**src/rtl/sseg_pkg.sv**
```systemverilog
// +----------------------------------------------------------------------+
// | sseg_pkg                                                             |
// | Active-low seven-segment constants and hex glyph table.              |
// | Rev 1.0                                                              |
// +----------------------------------------------------------------------+
`default_nettype none

package sseg_pkg;

  typedef logic [3:0] nibble_t;

  localparam logic [6:0] SEG_BLANK = 7'h7F;

  // Bit 0 is segment a, bit 6 is segment g; a 0 lights the segment.
  localparam logic [15:0][6:0] HEX_GLYPH = {
    7'h0E, 7'h06, 7'h21, 7'h46, 7'h03, 7'h08, 7'h10, 7'h00,
    7'h78, 7'h02, 7'h12, 7'h19, 7'h30, 7'h24, 7'h79, 7'h40
  };

endpackage

`default_nettype wire

```
**src/rtl/hex_to_sseg.sv**
```systemverilog
// +----------------------------------------------------------------------+
// | hex_to_sseg                                                          |
// | Combinational hex nibble to active-low seven-segment decoder.        |
// | Rev 1.0                                                              |
// +----------------------------------------------------------------------+
`default_nettype none

module hex_to_sseg
  import sseg_pkg::*;
(
  input  logic [3:0] hex_i,
  output logic [6:0] seg_o
);

  assign seg_o = HEX_GLYPH[hex_i];

endmodule

`default_nettype wire

```
**src/rtl/sseg_scan_ctrl.sv**
```systemverilog
// +----------------------------------------------------------------------+
// | sseg_scan_ctrl                                                       |
// | Multiplexed seven-segment scanner with frame shadowing, leading-zero |
// | blanking, blink and anti-ghost blanking. Rev 1.0                     |
// +----------------------------------------------------------------------+
`default_nettype none

module sseg_scan_ctrl
  import sseg_pkg::*;
#(
  parameter int NUM_DIGITS   = 4,
  parameter int REFRESH_DIV  = 100000,
  parameter int BLANK_CYC    = 2,
  parameter int BLINK_FRAMES = 64
) (
  input  logic                          clk,
  input  logic                          rst_n,
  input  logic [4*NUM_DIGITS-1:0]       value,
  input  logic [NUM_DIGITS-1:0]         dp,
  input  logic [NUM_DIGITS-1:0]         blink_mask,
  input  logic                          blank_lz,
  input  logic                          enable,
  output logic [NUM_DIGITS-1:0]         an,
  output logic [6:0]                    seg,
  output logic                          dp_n,
  output logic [$clog2(NUM_DIGITS)-1:0] digit_idx,
  output logic                          frame_done
);

  localparam int CNT_W = $clog2(REFRESH_DIV);
  localparam int DIG_W = $clog2(NUM_DIGITS);
  localparam int FR_W  = (BLINK_FRAMES > 1) ? $clog2(BLINK_FRAMES) : 1;

  localparam logic [CNT_W-1:0] CNT_LAST = CNT_W'(REFRESH_DIV - 1);
  localparam logic [CNT_W-1:0] BLANK_C  = CNT_W'(BLANK_CYC);
  localparam logic [DIG_W-1:0] DIG_LAST = DIG_W'(NUM_DIGITS - 1);
  localparam logic [FR_W-1:0]  FR_LAST  = FR_W'(BLINK_FRAMES - 1);

  logic [CNT_W-1:0]        cnt_q, cnt_d;
  logic [DIG_W-1:0]        dig_q, dig_d;
  logic [FR_W-1:0]         fcnt_q, fcnt_d;
  logic                    blink_q, blink_d;
  logic [4*NUM_DIGITS-1:0] val_sh_q, val_sh_d;
  logic [NUM_DIGITS-1:0]   dp_sh_q, dp_sh_d;
  logic [NUM_DIGITS-1:0]   mask_sh_q, mask_sh_d;
  logic                    lz_sh_q, lz_sh_d;
  logic [NUM_DIGITS-1:0]   an_q, an_d;
  logic [6:0]              seg_q;
  logic                    dp_n_q, dp_n_d;
  logic [DIG_W-1:0]        idx_q;
  logic                    fd_q, fd_d;

  nibble_t                 cur_nib;
  logic [NUM_DIGITS-1:0]   lz_vec;
  logic                    all_zero;
  logic                    lit;
  logic [6:0]              seg_w;

  hex_to_sseg u_dec (
    .hex_i (cur_nib),
    .seg_o (seg_w)
  );

  always_comb begin
    cnt_d = cnt_q + CNT_W'(1);
    dig_d = dig_q;
    if (cnt_q == CNT_LAST) begin
      cnt_d = '0;
      dig_d = (dig_q == DIG_LAST) ? '0 : dig_q + DIG_W'(1);
    end
    fd_d = (cnt_q == CNT_LAST) && (dig_q == DIG_LAST);

    // Next-shadow is used for display so the first slot of a frame already
    // sees the freshly captured inputs.
    val_sh_d  = frame_done ? value      : val_sh_q;
    dp_sh_d   = frame_done ? dp         : dp_sh_q;
    mask_sh_d = frame_done ? blink_mask : mask_sh_q;
    lz_sh_d   = frame_done ? blank_lz   : lz_sh_q;

    fcnt_d  = fcnt_q;
    blink_d = blink_q;
    if (frame_done) begin
      if (fcnt_q == FR_LAST) begin
        fcnt_d  = '0;
        blink_d = ~blink_q;
      end else begin
        fcnt_d = fcnt_q + FR_W'(1);
      end
    end

    cur_nib = '0;
    for (int i = 0; i < NUM_DIGITS; i++) begin
      if (dig_q == DIG_W'(i)) cur_nib = val_sh_d[4*i +: 4];
    end

    all_zero = 1'b1;
    lz_vec   = '0;
    for (int i = NUM_DIGITS - 1; i > 0; i--) begin
      all_zero  = all_zero & (val_sh_d[4*i +: 4] == 4'h0);
      lz_vec[i] = all_zero & lz_sh_d;
    end

    lit = (cnt_q >= BLANK_C) && enable && !lz_vec[dig_q]
          && !(blink_d && mask_sh_d[dig_q]);
    an_d = '1;
    if (lit) an_d[dig_q] = 1'b0;
    dp_n_d = ~dp_sh_d[dig_q];
  end

  always_ff @(posedge clk) begin
    if (!rst_n) begin
      cnt_q     <= '0;
      dig_q     <= '0;
      fcnt_q    <= '0;
      blink_q   <= 1'b0;
      val_sh_q  <= value;
      dp_sh_q   <= dp;
      mask_sh_q <= blink_mask;
      lz_sh_q   <= blank_lz;
      an_q      <= '1;
      seg_q     <= SEG_BLANK;
      dp_n_q    <= 1'b1;
      idx_q     <= '0;
      fd_q      <= 1'b0;
    end else begin
      cnt_q     <= cnt_d;
      dig_q     <= dig_d;
      fcnt_q    <= fcnt_d;
      blink_q   <= blink_d;
      val_sh_q  <= val_sh_d;
      dp_sh_q   <= dp_sh_d;
      mask_sh_q <= mask_sh_d;
      lz_sh_q   <= lz_sh_d;
      an_q      <= an_d;
      seg_q     <= seg_w;
      dp_n_q    <= dp_n_d;
      idx_q     <= dig_q;
      fd_q      <= fd_d;
    end
  end

  assign an         = an_q;
  assign seg        = seg_q;
  assign dp_n       = dp_n_q;
  assign digit_idx  = idx_q;
  assign frame_done = fd_q;

endmodule

`default_nettype wire
```
**config.mk**
```make
export PLATFORM = sky130hd
export DESIGN_NAME = sseg_scan_ctrl
export DESIGN_NICKNAME = d
export VERILOG_FILES = /design/src/rtl/sseg_pkg.sv /design/src/rtl/hex_to_sseg.sv /design/src/rtl/sseg_scan_ctrl.sv
export SDC_FILE = /design/constraint.sdc
export NUM_CORES = 1
export LEC_CHECK = 0
export ABC_CLOCK_PERIOD_IN_PS = 8940
export BUFFER_PORTS_ARGS = -buffer_cell sky130_fd_sc_hd__buf_2
export CORE_MARGIN = 4
export CORE_UTILIZATION = 43
export CTS_CLUSTER_DIAMETER = 40
export DETAILED_ROUTE_END_ITERATION = 12
export PLACE_DENSITY_LB_ADDON = 0.2
export SKIP_LAST_GASP = 1
export SLEW_MARGIN = 20
export SYNTH_ARGS = -nofsm -noshare
export SYNTH_HDL_FRONTEND = slang
export SYNTH_HIERARCHICAL = 1
export SYNTH_SLANG_ARGS = --single-unit
```
**constraint.sdc**
```tcl
create_clock -name clk -period 8.94 [get_ports clk]
set_input_delay 1.788 -clock clk [delete_from_list [all_inputs] [get_ports clk]]
set_output_delay 1.788 -clock clk [all_outputs]
set_load 0.01 [all_outputs]
```
==> results by stage <==
STA:
- The worst pin sits at a relative slew slack of 0.289.
- The final setup skew is 0.00638 ns.
- The shortest period the worst path allows is 3.74 ns.
- The worst-margin pin slew is 1.07 ns.
- The final-report max-slew violation count was 0.
- The least setup slack across all paths after layout is 5.20 ns.
- The tightest hold path in the finished design has a slack of 0.479 ns.
- The number of endpoints with negative hold slack in the final report is 0.
- Adding up every negative setup slack in the final design gives 0 ns.
- The total setup violations reported at the end of the flow is 0.
- Setup repair after global routing left no endpoint under its margin.
- Based on the critical path, the design can be clocked at up to 268 MHz.
- In the finished design, the share of the clock period the worst path needs comes to 0.418.

Clocking:
- The number of buffers created by CTS is 9.
- Counting every sink on the clock net gives 66.
- The number of levels in the clock H-tree is 3.
- No sink is reached through more buffers than the 2 on the longest clock path.
- The clock transition time at the flip-flop clock pins of the worst setup and hold paths is 0.07 ns.
- Clock latency on the worst-skew pair, taken at its later pin, is 0.34 ns.
- The clock tree from TritonCTS is yes.
- In this run, post-CTS hold repair placed 0 buffers.
- The clock tree root buffer cell is clkbuf_8.
- Once the clock tree was built, the setup fixing pass inserted 0 buffers.
- Gates resized during post-CTS repair numbered 0.

Critical path:
- STA classifies the critical path startpoint as an input pin.
- At the worst endpoint, the arrival time is 3.95 ns.
- In this run the worst path has a maximum fanout of 7.
- The sort of element at the end of the critical path is a flip-flop.
- In this run the critical register-to-register path is launched from dig_q[1]$_SDFFE_PN0N_.
- The worst reg-to-reg path cell count is 11.
- The capturing point of the worst reg2reg path is seg[3]$_SDFF_PN1_.
- At the worst endpoint, the required time is 9.15 ns.
- Setup slack on the worst reg-to-reg path comes out at 5.48 ns.
- The kind of critical path is input pin to flip-flop.

Global route:
- Across every metal layer, demand over resource in global routing totals 0.164.
- The number of global-route vias before repair is 2356.
- For this run the aggregate overflow at the end of global routing stands at 0.
- The wire length of the first global-routing pass is 11500 um.
- The initial antenna violation count is 0.
- The largest net degree at the start of global routing is 28.

Synth:
- The average instance in the mapped netlist occupies 9.58 um2.
- In the post-synthesis netlist, the cell with the most instances is dfxtp_1.
- After technology mapping, the gate count stands at 349.
- After synthesis the netlist holds a flip-flop and latch count of 66.
- By area the synthesized netlist is led by dfxtp_1 40%, mux2_2 8.4%, mux2i_1 5.4%.
- Of the post-synthesis cell area, the dominant cell type holds 0.395.
- The Yosys step of the flow raised 6 warnings.
- The number of nets handed over by synthesis was 391.
- The async set or reset register ratio after synthesis is 0.
- Of the synthesized area, sequential elements account for 0.395.
- The cell taking the most area after synthesis is dfxtp_1.
- By count the netlist is led by 66 x dfxtp_1, 37 x nor2_1, 25 x mux2_2.
- The count of cell types in the netlist is 51.
- The commonest register cell after synthesis is dfxtp_1.
- Counting flops with a built-in enable in the synthesized netlist gives 0.
- The area of the mapped netlist is 3340 um2.

Final layout:
- In the final layout, the multi-input gates occupy 1860 um2.
- The number of antenna repair diodes is 0.
- Counting the fill cells in the layout gives 692.
- The summed area of non-filler cells in the final layout is 3800 um2.
- The final-stage net count is 426.
- The area taken by flip-flops and latches is 1320 um2.
- The share of layout cells above drive strength 1 is 0.244.
- The synthesis-to-finish area growth is 13.8%.

Die:
- From bottom edge to top edge, the die measures 96.2 um.
- The width of the chip is 96.2 um.
- 43 I/O pins were placed.
- The area of the placeable core is 7410 um2.
- For this configuration, the core starts out at a cell density of 0.451.
- The initialized floorplan defines 31 standard-cell rows.
- The die outline area is 9250 um2.

Status:
- The flow ran to the end, and the final reports show no timing, DRC or antenna violations.

Min path:
- Along the worst hold path, the cell count comes to 1.
- The worst hold path class is flip-flop to flip-flop.
- The end of the worst hold path is dp_sh_q[0]$_DFF_P_.
- The hold path startpoint is dp_sh_q[0]$_DFF_P_.

Pwr:
- The worst voltage drop across the vdd grid is 0.104 mV.
- The static leakage power is 1.48 nW.
- The post-layout total power is 691 uW.
- The power density of the placed cells is 182 nW/um2.

Route:
- The routed via count is 2633.
- The DRC violation total after the first TritonRoute iteration is 145.
- Dividing the detail-routed wire length by the instance count gives 14.1 um.
- The via count normalized by instance count is 5.40.
- The final routed wirelength across all metal layers is 6900 um.
- The post-detailed-route DRC marker count is 0.
- The first detailed-routing pass took 4 iterations.
- The residual antenna-violating net count after detailed routing is 0.

Placed design:
- The setup slack at placement is 4.83 ns.
- The placed instances occupy a cell area of 3560 um2.
- After legalization and detailed placement, the total HPWL measured 5090 um.
- The congestion estimate from routability-driven global placement came to 0.852.
- The total of buffers placed on input and output ports is 42.

Job:
- The total of max-cap violations is 0.
## routing by layer
layer  vias up  part of all wire  track usage
met5         -                 0            0
met4         0             0.017       0.0581
met3         9             0.057       0.0610
met2        63              0.45        0.240
met1      1242              0.48        0.219
li1       1319                 -            -
## stage by stage
step                       util  std cells
after CTS                 0.513        488
after global routing      0.513        488
after global placement    0.481        472
final                     0.513        488
after detailed placement  0.481        472
after floorplan               -        349
## state kept, by name, indices dropped and copies added (netlist names), 2 cells and up
name and cells:
cnt_q 17, val_sh_q 16, seg 7, fcnt_q 6, an 4, dp_sh_q 4
mask_sh_q 4, dig_q 2, digit_idx 2
## logic make-up after synthesis
kind of cell,synth area share
fa+ha+maj,0.0524
flops,0.395
xor+xnor,0.0393
buf+inv,0.0490
simple gates,0.195
mux,0.164
compound gates,0.104
## power breakdown
group          leakage [nW]  total [mW]  switching (mW)  internal (mW)
Sequential            0.545       0.320         0.00860          0.311
Combinational         0.820      0.0781          0.0388         0.0393
Clock                 0.119       0.293           0.114          0.179
## worst max-delay path, stage by stage
cell	delay [ns]
buf_2	0.10
mux2_2	0.29
a221oi_1	0.30
a211o_1	0.14
o21ai_0	0.26
inv_1	0.23
ha_1	0.16
inv_1	0.05
mux4_1	0.47
nand2b_1	0.15
## layout by cell type, fill, tap and decap left out, types with 3 or more instances in the layout
cell type,count
nor2_1,37
xor2_1,10
o22ai_1,3
mux2i_1,18
dfxtp_1,66
nand2b_1,10
buf_2,42
nand3_1,17
a21oi_1,16
clkbuf_8,12
ha_1,14
xnor2_1,5
inv_1,12
or3_1,4
o21ai_0,10
nand4_1,10
o211ai_1,4
mux2_2,25
nor4_1,5
a221oi_1,4
nor3_1,7
nand2_1,20
## layout make-up
class / instances / share of cell area
Clock buffer: 12 / 0.0434
Clock inverter: 4 / 0.0191
Inverter: 12 / 0.0118
Multi-Input combinational cell: 252 / 0.488
Sequential cell: 66 / 0.347
Tap cell: 99 / 0.0326
Timing Repair Buffer: 43 / 0.0573
## worst max path at each step
stage,slack (ns),from,to,cells after the start
floorplan,5.19,value[4],seg[3]$_SDFF_PN1_,9
global placement,4.93,value[4],seg[3]$_SDFF_PN1_,10
detailed placement,4.83,value[4],seg[3]$_SDFF_PN1_,10
CTS,5.20,value[4],seg[3]$_SDFF_PN1_,10
global route,5.01,value[4],seg[3]$_SDFF_PN1_,10
finish,5.20,value[4],seg[3]$_SDFF_PN1_,10
Power figures use the tool's default switching activity.
